**src/rtl/espirometro_pkg.sv**
```systemverilog
// ---------------------------------------------------------------------------
// espirometro_pkg
// Shared definitions for the spirometer-to-Android UART transmit path.
//   - tx_state_e   : transmitter FSM state encoding
//   - PKT_BYTES    : number of bytes in one result packet
//   - ST_RESULT    : main FSM state value in which a send request is honoured
//   - pkt_checksum : 8-bit wrapping sum of the first four packet bytes
//   - pkt_byte     : selects packet byte N from the snapshot registers
// The PARITY state is always present in the encoding; it is only entered when
// the transmitter is built with ESPIRO_TX_PARITY_EN defined.
// ---------------------------------------------------------------------------
package espirometro_pkg;

    typedef enum logic [2:0] {
        S_IDLE   = 3'd0,
        S_START  = 3'd1,
        S_DATA   = 3'd2,
        S_PARITY = 3'd3,
        S_STOP   = 3'd4,
        S_DONE   = 3'd5
    } tx_state_e;

    localparam int         PKT_BYTES = 5;
    localparam logic [1:0] ST_RESULT = 2'd2;

    // Carries out of bit 7 are discarded, so the sum simply wraps at 256.
    function automatic logic [7:0] pkt_checksum(
        input logic [7:0]  header,
        input logic [7:0]  peso,
        input logic [15:0] flujo
    );
        logic [7:0] sum;
        sum = header + peso + flujo[15:8] + flujo[7:0];
        return sum;
    endfunction

    // Packet order: header, weight, flow high byte, flow low byte, checksum.
    function automatic logic [7:0] pkt_byte(
        input logic [2:0]  idx,
        input logic [7:0]  header,
        input logic [7:0]  peso,
        input logic [15:0] flujo,
        input logic [7:0]  chk
    );
        logic [7:0] b;
        case (idx)
            3'd0:    b = header;
            3'd1:    b = peso;
            3'd2:    b = flujo[15:8];
            3'd3:    b = flujo[7:0];
            3'd4:    b = chk;
            default: b = 8'h00;
        endcase
        return b;
    endfunction

endpackage

```
**src/rtl/espirometro_baud_gen.sv**
```systemverilog
// ---------------------------------------------------------------------------
// espirometro_baud_gen
// Bit-period timer for the UART transmitter. Counts 0..CLKS_PER_BIT-1 while
// enabled and flags the last cycle of each bit period with o_bitTick.
// Ports:
//   Clk       - system clock, rising edge
//   Rst       - asynchronous active-high reset
//   i_enable  - count while high; counter held at 0 while low
//   i_clear   - restart the bit period (counter back to 0 next cycle)
//   o_bitTick - high during the final cycle of the current bit period
// ---------------------------------------------------------------------------
module espirometro_baud_gen #(
    parameter int CLKS_PER_BIT = 434
) (
    input  logic Clk,
    input  logic Rst,
    input  logic i_enable,
    input  logic i_clear,
    output logic o_bitTick
);

    localparam int CNT_W = (CLKS_PER_BIT > 1) ? $clog2(CLKS_PER_BIT) : 1;
    localparam logic [CNT_W-1:0] LAST_COUNT = CNT_W'(CLKS_PER_BIT - 1);

    logic [CNT_W-1:0] r_count;

    // Free-running bit timer; the FSM restarts it whenever a new bit begins
    // so every bit lasts exactly CLKS_PER_BIT cycles.
    always_ff @(posedge Clk or posedge Rst) begin
        if (Rst) begin
            r_count <= '0;
        end else if (i_clear || !i_enable) begin
            r_count <= '0;
        end else if (r_count == LAST_COUNT) begin
            r_count <= '0;
        end else begin
            r_count <= r_count + 1'b1;
        end
    end

    // Tick is not gated by i_clear: the FSM derives its clear from this tick.
    assign o_bitTick = i_enable && (r_count == LAST_COUNT);

endmodule

```
**src/rtl/espirometro_uart_tx.sv**
```systemverilog
// ---------------------------------------------------------------------------
// espirometro_uart_tx
// Frames the latched patient weight and the final flow value into a 5-byte
// packet (A5, peso, flujo[15:8], flujo[7:0], checksum) and shifts it out on
// an 8N1 UART line, LSB first, with no idle gap between bytes.
// Optional build macro: ESPIRO_TX_PARITY_EN adds an even parity bit between
// the data bits and the stop bit (11 bits per byte).
// Ports:
//   Clk            - system clock, rising edge
//   Rst            - asynchronous active-high reset
//   iStart         - single-cycle send request
//   ivStateMachine - main FSM state; requests honoured only in ST_RESULT
//   ivPeso         - latched patient weight
//   ivFlujo        - flow measurement, unsigned
//   oTx            - UART serial line, idles high
//   oBusy          - high while a packet is in flight
//   oDone          - one-cycle pulse when the packet has completed
// ---------------------------------------------------------------------------
module espirometro_uart_tx
    import espirometro_pkg::*;
#(
    parameter int         CLKS_PER_BIT = 434,
    parameter logic [7:0] HEADER_BYTE  = 8'hA5
) (
    input  logic        Clk,
    input  logic        Rst,
    input  logic        iStart,
    input  logic [1:0]  ivStateMachine,
    input  logic [7:0]  ivPeso,
    input  logic [15:0] ivFlujo,
    output logic        oTx,
    output logic        oBusy,
    output logic        oDone
);

    tx_state_e   r_state;
    logic [7:0]  r_peso;
    logic [15:0] r_flujo;
    logic [7:0]  r_checksum;
    logic [2:0]  r_byteIdx;
    logic [2:0]  r_bitIdx;
    logic [7:0]  r_shift;
    logic        r_tx;
    logic        r_busy;
    logic        r_done;
`ifdef ESPIRO_TX_PARITY_EN
    logic        r_parity;
`endif

    logic        w_accept;
    logic        w_bitTick;
    logic        w_baudEn;
    logic        w_baudClr;
    logic        w_lastByte;
    logic [7:0]  w_nextByte;

    assign w_accept   = (r_state == S_IDLE) && iStart && (ivStateMachine == ST_RESULT);
    assign w_lastByte = (r_byteIdx == 3'(PKT_BYTES - 1));
    assign w_nextByte = pkt_byte(r_byteIdx + 3'd1, HEADER_BYTE, r_peso, r_flujo, r_checksum);

    // Every tick either enters a new state or starts the next data bit, and
    // accept enters START, so clearing on these restarts each bit period.
    assign w_baudEn  = (r_state != S_IDLE) && (r_state != S_DONE);
    assign w_baudClr = w_accept || w_bitTick;

    espirometro_baud_gen #(
        .CLKS_PER_BIT (CLKS_PER_BIT)
    ) u_baudGen (
        .Clk       (Clk),
        .Rst       (Rst),
        .i_enable  (w_baudEn),
        .i_clear   (w_baudClr),
        .o_bitTick (w_bitTick)
    );

    // Transmit FSM. oTx/oBusy/oDone are assigned the value for the state
    // being entered, so the line changes on the same edge as the state and
    // never glitches. Data bits go out of r_shift LSB first.
    always_ff @(posedge Clk or posedge Rst) begin
        if (Rst) begin
            r_state    <= S_IDLE;
            r_peso     <= '0;
            r_flujo    <= '0;
            r_checksum <= '0;
            r_byteIdx  <= '0;
            r_bitIdx   <= '0;
            r_shift    <= '0;
            r_tx       <= 1'b1;
            r_busy     <= 1'b0;
            r_done     <= 1'b0;
`ifdef ESPIRO_TX_PARITY_EN
            r_parity   <= 1'b0;
`endif
        end else begin
            r_done <= 1'b0;
            case (r_state)
                S_IDLE: begin
                    if (w_accept) begin
                        r_peso     <= ivPeso;
                        r_flujo    <= ivFlujo;
                        r_checksum <= pkt_checksum(HEADER_BYTE, ivPeso, ivFlujo);
                        r_byteIdx  <= '0;
                        r_shift    <= HEADER_BYTE;
`ifdef ESPIRO_TX_PARITY_EN
                        r_parity   <= ^HEADER_BYTE;
`endif
                        r_tx       <= 1'b0;
                        r_busy     <= 1'b1;
                        r_state    <= S_START;
                    end
                end

                S_START: begin
                    if (w_bitTick) begin
                        r_bitIdx <= '0;
                        r_tx     <= r_shift[0];
                        r_state  <= S_DATA;
                    end
                end

                S_DATA: begin
                    if (w_bitTick) begin
                        if (r_bitIdx == 3'd7) begin
`ifdef ESPIRO_TX_PARITY_EN
                            r_tx    <= r_parity;
                            r_state <= S_PARITY;
`else
                            r_tx    <= 1'b1;
                            r_state <= S_STOP;
`endif
                        end else begin
                            r_bitIdx <= r_bitIdx + 3'd1;
                            r_shift  <= r_shift >> 1;
                            r_tx     <= r_shift[1];
                        end
                    end
                end

`ifdef ESPIRO_TX_PARITY_EN
                S_PARITY: begin
                    if (w_bitTick) begin
                        r_tx    <= 1'b1;
                        r_state <= S_STOP;
                    end
                end
`endif

                S_STOP: begin
                    if (w_bitTick) begin
                        if (w_lastByte) begin
                            r_tx    <= 1'b1;
                            r_busy  <= 1'b0;
                            r_done  <= 1'b1;
                            r_state <= S_DONE;
                        end else begin
                            // Back-to-back bytes: next start bit follows the stop bit.
                            r_byteIdx <= r_byteIdx + 3'd1;
                            r_shift   <= w_nextByte;
`ifdef ESPIRO_TX_PARITY_EN
                            r_parity  <= ^w_nextByte;
`endif
                            r_tx      <= 1'b0;
                            r_state   <= S_START;
                        end
                    end
                end

                S_DONE: begin
                    r_state <= S_IDLE;
                end

                default: begin
                    r_tx    <= 1'b1;
                    r_busy  <= 1'b0;
                    r_state <= S_IDLE;
                end
            endcase
        end
    end

    assign oTx   = r_tx;
    assign oBusy = r_busy;
    assign oDone = r_done;

endmodule

```
**config.mk**
```make
export PLATFORM = sky130hd
export DESIGN_NAME = espirometro_uart_tx
export DESIGN_NICKNAME = d
export VERILOG_FILES = /design/src/rtl/espirometro_pkg.sv /design/src/rtl/espirometro_baud_gen.sv /design/src/rtl/espirometro_uart_tx.sv
export SDC_FILE = /design/constraint.sdc
export NUM_CORES = 1
export LEC_CHECK = 0
export ABC_AREA = 1
export BUFFER_PORTS_ARGS = -buffer_cell sky130_fd_sc_hd__buf_2
export CAP_MARGIN = 15
export CORE_UTILIZATION = 30
export DETAILED_ROUTE_END_ITERATION = 8
export HOLD_SLACK_MARGIN = 0.06
export PLACE_DENSITY = 0.52
export RECOVER_POWER = 25
export REMOVE_ABC_BUFFERS = 1
export SKIP_CTS_REPAIR_TIMING = 1
export SYNTH_ARGS = -nofsm -noshare
export SYNTH_HDL_FRONTEND = slang
export SYNTH_HIERARCHICAL = 1
export SYNTH_SLANG_ARGS = --single-unit
```
**constraint.sdc**
```tcl
create_clock -name Clk -period 2.4 [get_ports Clk]
set_clock_uncertainty 0.05 [all_clocks]
set_input_delay 0.24 -clock Clk [delete_from_list [all_inputs] [get_ports Clk]]
set_output_delay 0.24 -clock Clk [all_outputs]
set_load 0.01 [all_outputs]
```
; Word level (Yosys, flattened, before mapping)
; Index checks and enable logic that the tools add are counted.
[word_totals]
in_bits = 29
regBits = 61
word_cells = 98
out_inout_bits = 3
[classes]
add_sub_neg = 6
mux = 37
eq_ne = 21
bitwise_logic = 2
reduce_logical = 21
[op_table]
columns = operator, n
row1 = $mux W8, 5
row2 = $pmux W8 S5, 1
row3 = $mux W3, 12
row4 = $pmux W8 S3, 1
row5 = $mux W9, 2
row6 = $add A8 B8 Y8, 2
row7 = $ne A2 B2 Y1 const B, 8
row8 = $eq A3 B3 Y1 const B, 5
row9 = $pmux W3 S2, 2
row10 = $pmux W3 S4, 1
row11 = $reduce_and A4 Y1, 3
row12 = $mux W1, 11
row13 = $reduce_and A5 Y1, 2
row14 = $add A9 B1 Y9 const B, 1
row15 = $eq A3 B2 Y1 const B, 3
row16 = $eq A9 B9 Y1 const B, 1
row17 = $add A8 B8 Y8 const A, 1
row18 = $add A3 B1 Y3 const B, 2
row19 = $eq A3 B1 Y1 const B, 2
row20 = $logic_not A3 Y1, 2
row21 = $reduce_and A6 Y1, 1
row22 = $reduce_bool A3 Y1, 2
row23 = $pmux W1 S5, 1
row24 = $logic_and A1 B1 Y1, 4
row25 = 9 further kinds, 12

; Logic depth before layout (Yosys ltp)
; Gate-level depths: netlist of run 1.
[logic_depth]
word_depth = 6
mapped_depth = 14
mapped_depth_nobuf = 14

; By module
; The synthesis of run 1 kept the hierarchy.
[by_module_without_submodules]
columns = module, n_inst, area_per_inst_um2, cells_each, seq_area_each_um2
row1 = espirometro_uart_tx, 1, 3313.2, 443, 1302.5
row2 = espirometro_baud_gen, 1, 540.5, 65, 225.2

; Worst setup path before layout of run 1
; No wires, ideal clock.
[synth_timing]
path_kind = in2reg
start = input ivPeso[1]
end = register r_checksum[7]
setup_ns = 0.117
setup_slack_ns = 0.094
arrival_ns = 2.138
path_buffers = 0
stages = 12
required_time_ns = 2.233
path_cell_list = inv_1 -> fa_1 -> inv_1 -> ha_1 -> ha_1 -> fa_1 -> nand4_1 -> nand3_1 -> inv_1 -> nand2_1 -> nand3_1 -> nand2_1
[synth_via]
elab_chain_cells = 3
[synth_rtl]
columns = item, line_no
row1 = "start, declared", espirometro_uart_tx.sv:29  ; input logic [7:0] ivPeso,
row2 = $add A8 B8 Y8 (3 in a row), espirometro_pkg.sv:33  ; sum = header + peso + flujo[15:8] + flujo[7:0];
row3 = "end signal, assigned", espirometro_uart_tx.sv:101  ; r_checksum <= pkt_checksum(HEADER_BYTE, ivPeso, ivFlujo);
row4 = "end, declared", espirometro_uart_tx.sv:39  ; logic [7:0] r_checksum;
; No other way between the ends.
; A chain may end at the register's enable or synchronous reset.

; Worst setup path in the final report of run 1
; Ends and elaborated chain as after synthesis.

==> results of run 1 <==
-- final cells by class --
type,count,area share [%]
Clock inverter,5,0.6077
Inverter,87,7.265
Clock buffer,11,5.138
Tap cell,172,4.751
Sequential cell,61,33.73
Multi-Input combinational cell,352,43.26
Timing Repair Buffer,41,5.249
-- critical path, stage by stage --
cell and delay, ps:
buf_2 80, inv_1 50, fa_1 540, inv_1 40, ha_1 280, ha_1 230, fa_1 420, nand4_1 120
nand3_1 100, inv_1 60, nand2_1 50, nand3_1 60, nand2_1 60
-- cell usage after synthesis, drive strengths merged, types with 2 or more instances --
library cell	number
a21oi	20
buf	6
clkbuf	2
dfrtp	60
fa	7
ha	24
inv	87
nand2	155
nand3	28
nand4	4
nor2	62
o21ai	34
o22ai	2
or2	2
xnor2	6
xor2	2
-- kinds of logic after synthesis --
family | count (synthesis) | share of synthesized area, %
AND/OR/NAND/NOR | 254 | 29.12
flip-flops | 61 | 39.64
AO/OA/AOI/OAI | 59 | 8.474
XOR/XNOR | 8 | 1.818
buffers and inverters | 95 | 9.513
adder cells (fa/ha/maj) | 31 | 11.43
-- metal layers --
metal | vias up | wire, um | global-route usage, % | share of wire [%]
li1 | 1657 | - | - | -
met1 | 1449 | 4363 | 19.22 | 51
met2 | 34 | 3830 | 23.03 | 45
met3 | 10 | 203 | 3.374 | 2.4
met4 | 0 | 145 | 7.273 | 1.7
met5 | - | 0 | 0 | 0
-- stage by stage --
stage	utilization, %	setup WS (ps)	hold WS [ps]
3_3_place_gp	33.95	-83.58	195.1
4_1_cts	36.02	248.2	-167.5
2_1_floorplan	-	89.56	17.92
3_5_place_dp	33.95	-107.9	203.2
6_report	36.04	250.4	89.07
5_1_grt	36.04	87.64	107.6
-- worst max-delay path by stage --
| stage | from | endpoint | slack (ps) | cells past startpoint |
|---|---|---|---|---|
| 3_3_place_gp | ivPeso[1] | r_checksum[7] | -80 | 13 |
| 3_5_place_dp | ivPeso[1] | r_checksum[7] | -110 | 13 |
| 4_1_cts | ivPeso[1] | r_checksum[7] | 250 | 13 |
| 5_1_grt | r_state[1] | r_shift[0] | 90 | 13 |
| 2_1_floorplan | ivPeso[1] | r_checksum[7] | 90 | 12 |
| 6_report | ivPeso[1] | r_checksum[7] | 250 | 13 |
-- registers in the layout, summed over array words and instances, names as in the netlist --
| name | cells |
|---|---|
| r_flujo | 16 |
| u_baudGen/r_count | 9 |
| r_checksum | 8 |
| r_peso | 8 |
| r_shift | 8 |
| r_bitIdx | 3 |
| r_byteIdx | 3 |
| r_state | 3 |
| oBusy | 1 |
| oDone | 1 |
| oTx | 1 |
-- power by group through the flow --
stage | Clock [mW] | Combinational (mW) | Sequential, mW
2_1_floorplan | 0 | 1.56 | 1.67
3_3_place_gp | 0 | 2.02 | 1.72
3_5_place_dp | 0 | 2.05 | 1.73
4_1_cts | 1.21 | 2.06 | 1.72
5_1_grt | 1.24 | 2.36 | 1.78
6_report | 1.17 | 2.02 | 1.72
==> impl_table.tex, run 1 <==
\begin{tabular}{lr}
\hline
Metric & Value \\
\hline
\multicolumn{2}{l}{\textbf{Status}} \\
\quad Result of the run & completed \\
\multicolumn{2}{l}{\textbf{Critical path}} \\
\quad Highest fanout seen on the critical path & 3 \\
\quad Arrival time at the worst endpoint & 2330 ps \\
\quad Worst reg2reg path depth & 13 \\
\quad Crit end category & flip-flop \\
\quad Reg-to-reg setup timing slack & 360 ps \\
\quad End of the worst register-to-register path & r\_shift[0] \\
\quad Type of origin of the critical path & input pin \\
\quad Reg2reg start & r\_state[1] \\
\quad Critical path data required time & 2580 ps \\
\quad CP Class & input pin to flip-flop \\
\multicolumn{2}{l}{\textbf{Pwr}} \\
\quad Relative contribution of sequential cells to total power & 35.0\% \\
\quad Gate power share & 41.2\% \\
\quad Switching Share & 41.23\% \\
\quad Portion of total power attributed to the clock network & 23.8\% \\
\quad LEAKAGE & 2.438 nW \\
\quad Net switching power & 2.023 mW \\
\quad Tot Pwr & 4.906 mW \\
\quad Pwr Density & 1083 nW/um\^{}2 \\
\quad Internal power of the cells & 2.884 mW \\
\quad Maximum vdd drop & 0.2979 mV \\
\multicolumn{2}{l}{\textbf{Worst hold path}} \\
\quad Min-Delay Endpoint & r\_peso[7] \\
\quad Launch point of the worst hold path & ivPeso[7] \\
\quad Worst min-delay path class & input pin to flip-flop \\
\quad Worst Hold Depth & 3 \\
\multicolumn{2}{l}{\textbf{Synth}} \\
\quad Post-synthesis instance total & 508 \\
\quad Synthesis-stage register bit count & 61 \\
\quad Leading post-synthesis cells by cell area & dfrtp\_1 39\%, nand2\_1 14\%, inv\_1 8.0\% \\
\quad Library cell with the largest summed area after synthesis & dfrtp\_1 \\
\quad Share of flip-flops with an asynchronous set or reset & 100.0\% \\
\quad Total standard cell area after synthesis & 3854 um\^{}2 \\
\quad Yosys warning total & 6 \\
\quad Synth Flop Type & dfrtp\_1 \\
\quad Synth Area per Inst & 7.586 um\^{}2 \\
\quad Library cells used by synthesis & 35 \\
\quad Fraction of the yosys area taken by sequential cells & 39.64\% \\
\quad Fraction of synthesized cell area taken by the top area cell type & 38.96\% \\
\quad EDFF count, synth & 0 \\
\multicolumn{2}{l}{\textbf{STA}} \\
\quad Max Fclk & 465.2 MHz \\
\quad Normalized max-slew margin & 9.240\% \\
\quad Setup violations, final & 0 \\
\quad Tcrit/Tclk final & 89.57\% \\
\quad Worst Tran Pin Value & 1361 ps \\
\quad Post-layout min period & 2150 ps \\
\quad Unrepaired setup endpoints after global routing & false \\
\quad Final Hold Vio Count & 0 \\
\quad Fin. max-slew vios & 0 \\
\quad Setup TNS & 0 ps \\
\multicolumn{2}{l}{\textbf{Layout}} \\
\quad Sequential cell area in the final layout & 1528 um\^{}2 \\
\quad Multi-input logic area & 1959 um\^{}2 \\
\quad Number of antenna repair diodes & 0 \\
\quad Final std cells w/o fill & 729 \\
\quad Area growth from synthesis to final layout & 17.53\% \\
\quad Most frequent cells in the layout & 145 x nand2\_1, 81 x inv\_1, 60 x dfrtp\_1, 46 x nor2\_1, 29 x o21ai\_0 \\
\quad Fin nets & 612 \\
\quad Proportion of layout cells with a drive suffix above 1 & 15.98\% \\
\quad Most common cell after layout, fill and taps aside & nand2\_1 \\
\quad Filler cell count in the final layout & 1,341 \\
\quad Design Area, Final & 4529 um\^{}2 \\
\multicolumn{2}{l}{\textbf{Placed design}} \\
\quad Cell total after placement & 712 \\
\quad PortBufs & 31 \\
\quad HPWL reported at the end of detailed placement & 6.289 mm \\
\quad Area of placed instances & 4267 um\^{}2 \\
\quad Global placement routability congestion & 0.8422 \\
\multicolumn{2}{l}{\textbf{Drt}} \\
\quad Remaining routing DRC violations & 0 \\
\quad 1st-pass router iterations & 5 \\
\quad WL per Instance & 11.72 um \\
\quad Number of nets with antenna violations after routing & 0 \\
\quad Mean number of vias per cell & 4.321 \\
\quad Wirelength, routed & 8.543 mm \\
\quad Detailed-route via count & 3,150 \\
\quad Starting DRT DRC Count & 141 \\
\multicolumn{2}{l}{\textbf{Global routing}} \\
\quad Total track usage & 14.76\% \\
\quad First-pass GRT wire length & 14.95 mm \\
\quad Global-route congestion overflow total & 0 \\
\quad Number of antenna violations at the first check in global routing & 0 \\
\quad Number of global-route vias before repair & 3,207 \\
\quad Maximum number of pins on one net before global-route repair & 53 \\
\multicolumn{2}{l}{\textbf{CTS}} \\
\quad Number of clock sinks & 61 \\
\quad Clock edge transition at the registers on the reported setup and hold paths & 50 ps \\
\quad Clock latency on the worst-skew pair & 340 ps \\
\quad Clock buffer count from CTS & 9 \\
\quad TritonCTS clock tree & yes \\
\quad Root Buffer Master & clkbuf\_16 \\
\quad Clock buffer depth & 2 \\
\quad Number of H-tree levels & 3 \\
\multicolumn{2}{l}{\textbf{Flow run}} \\
\quad MaxCap Viol Count & 0 \\
\multicolumn{2}{l}{\textbf{Floorplan}} \\
\quad Num rows & 41 \\
\quad Core region area & 12,570 um\^{}2 \\
\quad Total Die Area & 13,300 um\^{}2 \\
\quad Die extent in y & 115.3 um \\
\quad Initial core utilization & 30.66\% \\
\quad Number of ports placed on the die boundary & 32 \\
\quad Chip Width & 115.3 um \\
\hline
\end{tabular}
Note: power is estimated with default switching activity, not from simulation.
==> run 2, diff against run 1 <==
Settings changed: ABC_AREA 1 to 0.
==> run 2 against run 1 <==
- global-route usage shrank 0.52 points
- power is 19% lower
- via count shrank 3.6%
- clock power grew 18%
- flip-flop and latch count unchanged
- fmax down 9.0%
- cell area up 2.6%
- register-to-register slack got worse by 210 ps
- critical path depth shrank 1
- largest cell class unchanged
- highest routed layer unchanged
==> impl_table.tex, run 2 <==
\begin{tabular}{lr}
\hline
Metric & Value \\
\hline
\multicolumn{2}{l}{\textbf{Drt}} \\
\quad Mean number of vias per cell & 4.781 (+11\%) \\
\quad WL per Instance & 13.10 um (+12\%) \\
\quad 1st-pass router iterations & 5 (unchanged) \\
\quad Wirelength, routed & 8.318 mm (-2.6\%) \\
\quad Remaining routing DRC violations & 0 (unchanged) \\
\quad Number of nets with antenna violations after routing & 0 (unchanged) \\
\quad Detailed-route via count & 3,036 (-3.6\%) \\
\quad Starting DRT DRC Count & 101 (-28\%) \\
\multicolumn{2}{l}{\textbf{Synth}} \\
\quad Post-Synth Simple-Gate Area & 17.67\% (-11 points) \\
\quad Multiplexer fraction of the synthesized cell area & 0.8032\% (+0.80 points) \\
\quad Post-synthesis instance total & 407 (-20\%) \\
\quad Synth Area per Inst & 9.186 um\^{}2 (+21\%) \\
\quad Total standard cell area after synthesis & 3739 um\^{}2 (-3.0\%) \\
\quad Library cells used by synthesis & 59 (+69\%) \\
\quad XOR/XNOR Fraction of Synth Area & 3.046\% (+1.2 points) \\
\quad Compound-cell area share of the yosys netlist & 18.98\% (+11 points) \\
\quad Leading post-synthesis cells by cell area & dfrtp\_1 40\%, ha\_1 8.0\%, nand2\_1 7.5\% \\
\quad Fraction of synthesized cell area taken by the top area cell type & 40.16\% (+1.2 points) \\
\quad Synthesis-stage register bit count & 61 (unchanged) \\
\quad Main combinational cell family by area after synthesis & compound AO/OA/AOI/OAI gates \\
\quad Synth Flop Type & dfrtp\_1 \\
\quad Cell with the most instances after synthesis & nand2\_1 \\
\quad Yosys warning total & 6 (unchanged) \\
\quad Fraction of the yosys area taken by sequential cells & 40.86\% (+1.2 points) \\
\quad Share of synthesized cell area in full adder, half adder and majority cells & 12.08\% (+0.65 points) \\
\quad Top cells by count, synth & 75 x nand2\_1, 60 x dfrtp\_1, 50 x o21ai\_0, 40 x inv\_1, 24 x ha\_1 \\
\quad EDFF count, synth & 0 (unchanged) \\
\quad Library cell with the largest summed area after synthesis & dfrtp\_1 \\
\quad Share of flip-flops with an asynchronous set or reset & 100.0\% (unchanged) \\
\multicolumn{2}{l}{\textbf{Worst hold path}} \\
\quad Worst min-delay path class & input pin to flip-flop \\
\quad Worst Hold Depth & 3 (unchanged) \\
\quad Launch point of the worst hold path & ivFlujo[8] \\
\quad Min-Delay Endpoint & r\_flujo[8] \\
\multicolumn{2}{l}{\textbf{Pwr}} \\
\quad LEAKAGE & 2.177 nW (-11\%) \\
\quad Pwr Density & 858.0 nW/um\^{}2 (-21\%) \\
\quad Maximum vdd drop & 0.2656 mV (-11\%) \\
\quad Tot Pwr & 3.987 mW (-19\%) \\
\multicolumn{2}{l}{\textbf{CTS}} \\
\quad Clock latency on the worst-skew pair & 330 ps (about the same) \\
\quad Number of H-tree levels & 3 (unchanged) \\
\quad Clock edge transition at the registers on the reported setup and hold paths & 50 ps (about the same) \\
\quad Clock buffer count from CTS & 9 (unchanged) \\
\quad Root Buffer Master & clkbuf\_16 \\
\quad Number of clock sinks & 61 (unchanged) \\
\quad TritonCTS clock tree & yes \\
\quad Clock buffer depth & 2 (unchanged) \\
\multicolumn{2}{l}{\textbf{Critical path}} \\
\quad Worst reg2reg path depth & 11 (-2) \\
\quad Arrival time at the worst endpoint & 2500 ps (+170 ps) \\
\quad Reg-to-reg setup timing slack & 150 ps (-210 ps) \\
\quad Biggest cell delay along the critical path & 530 ps (about the same) \\
\quad End of the worst register-to-register path & r\_state[2] \\
\quad CP Class & input pin to flip-flop \\
\quad Highest fanout seen on the critical path & 3 (unchanged) \\
\quad Reg2reg start & r\_state[0] \\
\quad Slowest stage cell on the critical path & fa\_1 \\
\quad Critical path data required time & 2540 ps (-40 ps) \\
\quad Crit end category & flip-flop \\
\quad Crit-path most repeated cell & inv\_1 \\
\quad Critical path cell sequence & buf\_2 -> inv\_1 -> fa\_1 -> inv\_1 -> ha\_1 -> ha\_2 -> fa\_2 -> a211oi\_2 -> o21bai\_1 -> a21oi\_2 -> xnor2\_1 -> o21ai\_0 \\
\quad Type of origin of the critical path & input pin \\
\multicolumn{2}{l}{\textbf{Layout}} \\
\quad Design Area, Final & 4647 um\^{}2 (+2.6\%) \\
\quad Filler cell count in the final layout & 1,218 (-9.2\%) \\
\quad Number of flip-flops in the largest register & 16 (unchanged) \\
\quad Most frequent cells in the layout & 75 x nand2\_1, 60 x dfrtp\_1, 50 x o21ai\_0, 39 x inv\_1, 30 x buf\_4 \\
\quad Largest registers in the final layout & r\_flujo x16, u\_baudGen/r\_count x9 \\
\quad Most common cell after layout, fill and taps aside & nand2\_1 \\
\quad Multi-input logic area & 2032 um\^{}2 (+3.7\%) \\
\quad Final std cells w/o fill & 635 (-13\%) \\
\quad Fin nets & 523 (-15\%) \\
\quad Sequential cell area in the final layout & 1528 um\^{}2 (unchanged) \\
\quad Biggest register & r\_flujo \\
\quad Number of antenna repair diodes & 0 (unchanged) \\
\quad Area growth from synthesis to final layout & 24.30\% \\
\quad Proportion of layout cells with a drive suffix above 1 & 22.70\% (+6.7 points) \\
\multicolumn{2}{l}{\textbf{Placed design}} \\
\quad Global placement routability congestion & 0.8275 (-1.7\%) \\
\quad HPWL reported at the end of detailed placement & 5.981 mm (-4.9\%) \\
\quad PortBufs & 31 (unchanged) \\
\quad Cell total after placement & 618 (-13\%) \\
\quad Area of placed instances & 4250 um\^{}2 (-0.38\%) \\
\multicolumn{2}{l}{\textbf{Global routing}} \\
\quad Number of antenna violations at the first check in global routing & 0 (unchanged) \\
\quad Total track usage & 14.24\% (-0.52 points) \\
\quad Number of global-route vias before repair & 3,013 (-6.0\%) \\
\quad Maximum number of pins on one net before global-route repair & 55 (+3.8\%) \\
\quad Global-route congestion overflow total & 0 (unchanged) \\
\quad First-pass GRT wire length & 14.36 mm (-3.9\%) \\
\multicolumn{2}{l}{\textbf{STA}} \\
\quad Final Hold Vio Count & 0 (unchanged) \\
\quad Unrepaired setup endpoints after global routing & true \\
\quad Fin. max-slew vios & 0 (unchanged) \\
\quad Normalized max-slew margin & 27.95\% (+19 points) \\
\quad Tcrit/Tclk final & 98.38\% (+8.8 points) \\
\quad Setup TNS & 0 ps (unchanged) \\
\quad Worst Tran Pin Value & 1080 ps (-281.8 ps) \\
\quad Setup violations, final & 0 (unchanged) \\
\quad Post-layout min period & 2361 ps (+211.5 ps) \\
\quad Max Fclk & 423.5 MHz (-9.0\%) \\
\multicolumn{2}{l}{\textbf{Floorplan}} \\
\quad Initial core utilization & 31.00\% (+0.33 points) \\
\quad Core region area & 12,060 um\^{}2 (-4.0\%) \\
\quad Total Die Area & 12,910 um\^{}2 (-2.9\%) \\
\quad Die extent in y & 113.6 um (-1.5\%) \\
\quad Num rows & 40 (-2.4\%) \\
\quad Chip Width & 113.6 um (-1.5\%) \\
\quad Number of ports placed on the die boundary & 32 (unchanged) \\
\multicolumn{2}{l}{\textbf{Status}} \\
\quad Result of the run & completed \\
\multicolumn{2}{l}{\textbf{Flow run}} \\
\quad MaxCap Viol Count & 0 (unchanged) \\
\hline
\end{tabular}
[run 2: cell types whose count changed in the layout (fill, tap and decap cells not counted), moves of 4 or more]
cell / previous run / this run
nor2_1: 46 / 23
nand2_2: 8 / 0
a21oi_1: 18 / 11
o21ai_0: 29 / 50
a31oi_1: 0 / 5
o21ai_1: 5 / 0
a21o_1: 0 / 4
nand2_1: 145 / 75
inv_1: 81 / 39
a222oi_1: 0 / 8
nor2_2: 13 / 2
nand3_1: 26 / 4
buf_4: 7 / 30
[run 2: critical path: cells and delay by family]
family	cells	cell delay (ps)
fa+ha+maj	4	1420
buf+inv	3	170
compound gates	4	550
xor+xnor	1	110
[run 2: cell families after synthesis]
logic type,Yosys count
buf+inv,59
mux,3
flops,61
xor+xnor,13
simple gates,135
compound gates,104
fa+ha+maj,32
[run 2: through the flow]
step	util, %	worst slack (ps)	hold slack [ps]
2_1_floorplan	-	-784.6	17.92
3_3_place_gp	35.24	-486.2	190.3
3_5_place_dp	35.24	-519.6	191.6
4_1_cts	37.85	-168.9	-159.2
5_1_grt	38.53	-81.15	104.0
6_report	38.53	38.90	89.62
[run 2: power breakdown]
part	internal (mW)	switching (mW)	total (mW)
Clock	0.929	0.455	1.38
Sequential	1.31	0.172	1.48
Combinational	0.527	0.591	1.12
Total	2.77	1.22	3.99
[run 2: how the worst max path moves through the flow]
stage	start	to	slack (ps)	depth (start not counted)
3_5_place_dp	ivPeso[1]	r_checksum[7]	-520	12
3_3_place_gp	ivPeso[1]	r_checksum[7]	-490	12
4_1_cts	ivPeso[1]	r_checksum[7]	-170	12
6_report	ivPeso[1]	r_checksum[7]	40	12
2_1_floorplan	r_state[0]	r_shift[1]	-780	8
5_1_grt	ivPeso[1]	r_checksum[7]	-80	12
[run 2: layer usage]
metal	global-route usage, %	wire (um)	share of wire [%]	vias up
met1	18.14	3926	47	1452
li1	-	-	-	1516
met5	0	0	0	-
met3	2.338	349	4.2	18
met4	8.509	229	2.8	0
met2	22.80	3814	46	50
[run 2: area by class of cell]
cell class                      instances  share of cell area, %
Clock buffer                           11                  5.223
Multi-Input combinational cell        287                  43.73
Tap cell                              168                  4.523
Sequential cell                        61                  32.88
Inverter                               41                  3.312
Timing Repair Buffer                   63                  8.778
Clock inverter                          4                  1.562
